<file path="config.mk">
export PLATFORM = sky130hd
export DESIGN_NAME = lif_param_serializer
export DESIGN_NICKNAME = d
export VERILOG_FILES = /design/src/rtl/lif_param_serializer.sv
export SDC_FILE = /design/constraint.sdc
export NUM_CORES = 1
export LEC_CHECK = 0
export BUFFER_PORTS_ARGS = -buffer_cell sky130_fd_sc_hd__buf_2
export CELL_PAD_IN_SITES_DETAIL_PLACEMENT = 2
export CELL_PAD_IN_SITES_GLOBAL_PLACEMENT = 2
export CORE_ASPECT_RATIO = 1.25
export CORE_UTILIZATION = 37
export CTS_CLUSTER_DIAMETER = 50
export CTS_CLUSTER_SIZE = 8
export DETAILED_ROUTE_END_ITERATION = 7
export HOLD_SLACK_MARGIN = 0.08
export PLACE_DENSITY_LB_ADDON = 0.1
export SLEW_MARGIN = 20
export SYNTH_ARGS = -nofsm -noshare
export SYNTH_HDL_FRONTEND = slang
export SYNTH_SLANG_ARGS = --single-unit
</file>
<file path="constraint.sdc">
create_clock -name clk -period 4.6 [get_ports clk]
set_input_delay 0.69 -clock clk [delete_from_list [all_inputs] [get_ports clk]]
set_output_delay 0.69 -clock clk [all_outputs]
set_load 0.02 [all_outputs]
</file>
<file path="src/rtl/lif_param_serializer.sv">
// Host-side serializer for the LIF neuron configuration link: latches one 24-bit
// parameter frame, shifts it out MSB-first, then waits for params_ready or times out.
module lif_param_serializer #(
  parameter int unsigned ACK_TIMEOUT = 16
) (
  input  logic       clk,
  input  logic       reset,
  input  logic       enable,
  input  logic       start,
  input  logic [2:0] weight_a,
  input  logic [2:0] weight_b,
  input  logic [1:0] leak_config,
  input  logic [7:0] threshold_min,
  input  logic [7:0] threshold_max,
  input  logic       params_ready,
  output logic       load_mode,
  output logic       serial_data,
  output logic       busy,
  output logic       done,
  output logic       error
);

  // Frame width is fixed by the field widths 3+3+2+8+8.
  localparam int unsigned FRAME_BITS = 24;
  localparam int unsigned BW = $clog2(FRAME_BITS);
  localparam int unsigned TW = (ACK_TIMEOUT > 1) ? $clog2(ACK_TIMEOUT) : 1;
  localparam logic [BW-1:0] LAST_BIT = BW'(FRAME_BITS - 1);
  localparam logic [TW-1:0] TO_LAST  = TW'(ACK_TIMEOUT - 1);

  typedef enum logic [1:0] {
    S_IDLE,
    S_LOAD,
    S_WAIT_ACK
  } state_t;

  state_t                r_state,  w_state_nxt;
  logic [FRAME_BITS-1:0] r_shift,  w_shift_nxt;
  logic [BW-1:0]         r_bitcnt, w_bitcnt_nxt;
  logic [TW-1:0]         r_tocnt,  w_tocnt_nxt;
  logic                  r_load,   w_load_nxt;
  logic                  r_sdata,  w_sdata_nxt;
  logic                  r_busy,   w_busy_nxt;
  logic                  r_done,   w_done_nxt;
  logic                  r_error,  w_error_nxt;

  logic [FRAME_BITS-1:0] w_frame;
  logic [FRAME_BITS-1:0] w_shifted;

  assign w_frame   = {weight_a, weight_b, leak_config, threshold_min, threshold_max};
  assign w_shifted = {r_shift[FRAME_BITS-2:0], 1'b0};

  always_ff @(posedge clk or posedge reset) begin
    if (reset) begin
      r_state  <= S_IDLE;
      r_shift  <= '0;
      r_bitcnt <= '0;
      r_tocnt  <= '0;
      r_load   <= 1'b0;
      r_sdata  <= 1'b0;
      r_busy   <= 1'b0;
      r_done   <= 1'b0;
      r_error  <= 1'b0;
    end else begin
      r_state  <= w_state_nxt;
      r_shift  <= w_shift_nxt;
      r_bitcnt <= w_bitcnt_nxt;
      r_tocnt  <= w_tocnt_nxt;
      r_load   <= w_load_nxt;
      r_sdata  <= w_sdata_nxt;
      r_busy   <= w_busy_nxt;
      r_done   <= w_done_nxt;
      r_error  <= w_error_nxt;
    end
  end

  // With enable low every next value equals the current one, freezing the block.
  always_comb begin
    w_state_nxt  = r_state;
    w_shift_nxt  = r_shift;
    w_bitcnt_nxt = r_bitcnt;
    w_tocnt_nxt  = r_tocnt;
    w_load_nxt   = r_load;
    w_sdata_nxt  = r_sdata;
    w_busy_nxt   = r_busy;
    w_done_nxt   = r_done;
    w_error_nxt  = r_error;

    if (enable) begin
      unique case (r_state)
        S_IDLE: begin
          w_done_nxt = 1'b0;
          if (start) begin
            w_state_nxt  = S_LOAD;
            w_shift_nxt  = w_frame;
            w_bitcnt_nxt = '0;
            w_load_nxt   = 1'b1;
            w_sdata_nxt  = w_frame[FRAME_BITS-1];
            w_busy_nxt   = 1'b1;
            w_error_nxt  = 1'b0;
          end
        end

        S_LOAD: begin
          if (r_bitcnt == LAST_BIT) begin
            w_state_nxt = S_WAIT_ACK;
            w_load_nxt  = 1'b0;
            w_sdata_nxt = 1'b0;
            w_tocnt_nxt = '0;
          end else begin
            w_shift_nxt  = w_shifted;
            w_sdata_nxt  = w_shifted[FRAME_BITS-1];
            w_bitcnt_nxt = r_bitcnt + 1'b1;
          end
        end

        S_WAIT_ACK: begin
          // An acknowledge on the final timeout cycle still counts as success.
          if (params_ready) begin
            w_state_nxt = S_IDLE;
            w_done_nxt  = 1'b1;
            w_busy_nxt  = 1'b0;
          end else if (r_tocnt == TO_LAST) begin
            w_state_nxt = S_IDLE;
            w_error_nxt = 1'b1;
            w_busy_nxt  = 1'b0;
          end else begin
            w_tocnt_nxt = r_tocnt + 1'b1;
          end
        end

        default: w_state_nxt = S_IDLE;
      endcase
    end
  end

  assign load_mode   = r_load;
  assign serial_data = r_sdata;
  assign busy        = r_busy;
  assign done        = r_done;
  assign error       = r_error;

endmodule

</file>
==> results.cfg <==
[timing]
rsz0062_at_grt = false
fin_worst_skew_ns = 0.00128
slew_headroom_pct = 45.8
slew_viol_final = 0
fin_tns_setup_ns = 0
fin_crit_ns = 2.40
period_share_pct = 52.1
setup_viol = 0
final.setup.worst_slack_ns = 2.20
fmax_mhz = 417
finalHoldViolCount = 0
worst_pin_slew_ns = 0.810

[route]
drtPass1Iterations = 4
wl_um = 4470
drt_iter0_drc = 33
viasPerCell = 5.36
ant_nets = 0
via_count = 1511
drc = 0
wl_per_cell_um = 15.9

[power]
swShare_pct = 39.1
seq_power_share_pct = 42.6
peakVddDrop_mv = 0.244
p_leak_nw = 1.06
intPower_mw = 0.843
p_comb_share_pct = 42.3
power_frac_clock_pct = 15.1
power_density_mw_per_mm2 = 636
switchingPower_mw = 0.542

[critical_path]
required_ns = 4.81
path_max_fanout = 29
slowest_delay_ns = 0.75
start_kind = flop
crit_buf_inv = 1
crit_family = compound AO/OA/AOI/OAI gates
reg2reg_slack_ns = 2.20
cp-end-kind = flop
crit_chain = ha_1, and4b_1, a211oi_4, buf_4, nor2_1, a21oi_1
critPathArrivalTime_ns = 2.61
r2r-end = r_shift[15]
rr_startpoint = r_bitcnt[0]
cpMaxStageDelayCell = a211oi_4
r2r_cells = 6
crit_type = flop to flop

[global_routing]
grt_use_total_pct = 18.6
overflow = 0
grt_pass1_vias = 1638
antenna_found_initial = 0
grt_pass1_wl_um = 7490
grt_max_degree = 40

[yosys]
synth.top_cell.area_share_pct = 51.4
syn_inst = 192
yosysTopAreaCell = dfrtp_1
synthTopCellsByArea = dfrtp_1, mux2i_1, a21oi_1
seq_area_frac_synth_pct = 51.4
synth_flop_cell = dfrtp_1
postSynth.asyncResetShare_pct = 100
yosys.cell_types.count = 33
ys.warnings.count = 0
yosys.cell_count.top_type = dfrtp_1
ys_seq_elements = 39
synth_common_cells = dfrtp_1, nor2_1, a21oi_1
synth_edf_count = 0
syn_area_mm2 = 0.00190
synth_nets = 223
synth_area_per_cell_um2 = 9.89

[clocking]
cts-root-buf = clkbuf_8
cts_sinks = 39
cts_setup_buffers = 0
ctsResizeCount = 0
numCtsBuffers = 5
hold_buffers = 0
cts_tree = done
clockBufferDepth = 2
clk_pin_slew_worst_paths_ns = 0.07
cts_max_level = 2
clock_latency_ns = 0.28

[die]
rows = 28
ios = 34
initial_utilization_pct = 39.3
die-area_mm2 = 0.00542
core_area_mm2 = 0.00483
die_width_um = 66.1
dieHeight_um = 82.1

[place]
dp_hpwl_um = 3360
gp_congestion = 0.734
dpl_cell_area_mm2 = 0.00210
io_buffers = 33
place_ws_ns = 2.16

[min_path]
hold_depth = 1
worstHoldStart = r_tocnt[3]
hold_end = r_tocnt[3]
worstHoldPathType = flop to flop

[finish]
diodes = 0
drive_gt1_share_pct = 20.3
nets = 254
num-fill-cells = 548
area_growth_pct = 14.7
final_area_mm2 = 0.00218

[flow_run]
cap_violations = 0

[run_status]
outcome = finished, final reports clean
power groups by stage:
| stage | Sequential [mW] | Clock (mW) | Combinational [mW] |
|---|---|---|---|
| floorplan | 0.566 | 0 | 0.483 |
| global placement | 0.585 | 0 | 0.557 |
| detailed placement | 0.600 | 0 | 0.599 |
| CTS | 0.592 | 0.219 | 0.602 |
| global route | 0.612 | 0.233 | 0.662 |
| finish | 0.589 | 0.210 | 0.586 |
per-layer routing:
layer,vias to the layer above,share of wire [%],global-route usage [%]
li1,724,-,-
met1,756,40,19.9
met2,26,55,35.4
met3,5,3.5,4.44
met4,0,1.3,5.74
met5,-,0,0
cell type report:
type	count	area, um2	share of cell area (%)
clock buffers	6	72.6	3.33
well taps	60	75.1	3.45
repair buffers	36	188	8.62
inverters	8	30.0	1.38
multi-input cells	133	836	38.4
flip-flops and latches	39	976	44.8
registers in the layout, summed over array words and instances (netlist names):
name	flops
done	1
r_shift	23
r_bitcnt	5
r_tocnt	4
busy	1
error	1
load_mode	1
serial_data	1
r_state	2
logic make-up (layout without fill, tap and decap cells):
| logic type | count (synthesis) | after routing | share of synthesized area (%) |
|---|---|---|---|
| simple gates | 59 | 59 | 14.6 |
| compound gates | 46 | 46 | 13.9 |
| flops | 39 | 39 | 51.4 |
| mux | 25 | 25 | 13.2 |
| buf+inv | 20 | 50 | 5.08 |
| fa+ha+maj | 2 | 2 | 1.32 |
| xor+xnor | 1 | 1 | 0.462 |
per-stage QoR:
| stage | hold slack (ns) | utilization [%] | power (mW) | instances |
|---|---|---|---|---|
| 4_1_cts | 0.518 | 45.0 | 1.41 | 282 |
| 6_report | 0.505 | 45.0 | 1.38 | 282 |
| 3_3_place_gp | 0.475 | 43.5 | 1.14 | 276 |
| 5_1_grt | 0.550 | 45.0 | 1.51 | 282 |
| 3_5_place_dp | 0.500 | 43.5 | 1.20 | 276 |
| 2_1_floorplan | 0.452 | - | 1.05 | 192 |
worst register-to-register path: cells and delay by family (launching register included):
family	cells	cell delay, ns
buf+inv	1	0.42
fa+ha+maj	1	0.25
simple gates	2	0.36
compound gates	2	0.88
flops	1	0.41
layout by cell type (no fill, tap or decap), types with 2 or more instances in the layout:
cell	instances
a21oi_1	27
a31oi_1	4
buf_2	33
buf_4	3
clkbuf_8	5
dfrtp_1	39
ha_1	2
inv_1	8
mux2i_1	24
nand2_1	8
nand2b_1	3
nand3_1	5
nor2_1	30
nor2b_1	3
nor3_1	3
o21ai_0	7
worst max path at each step:
| stage | to | slack (ns) | from | cells after the start |
|---|---|---|---|---|
| floorplan | r_bitcnt[3] | 2.81 | enable | 5 |
| global placement | r_bitcnt[3] | 2.25 | enable | 5 |
| detailed placement | r_shift[17] | 2.16 | enable | 6 |
| CTS | r_shift[8] | 2.18 | r_bitcnt[0] | 6 |
| global route | r_shift[8] | 1.99 | r_bitcnt[0] | 6 |
| finish | r_shift[15] | 2.20 | r_bitcnt[0] | 6 |
Power figures use the tool's default switching activity.
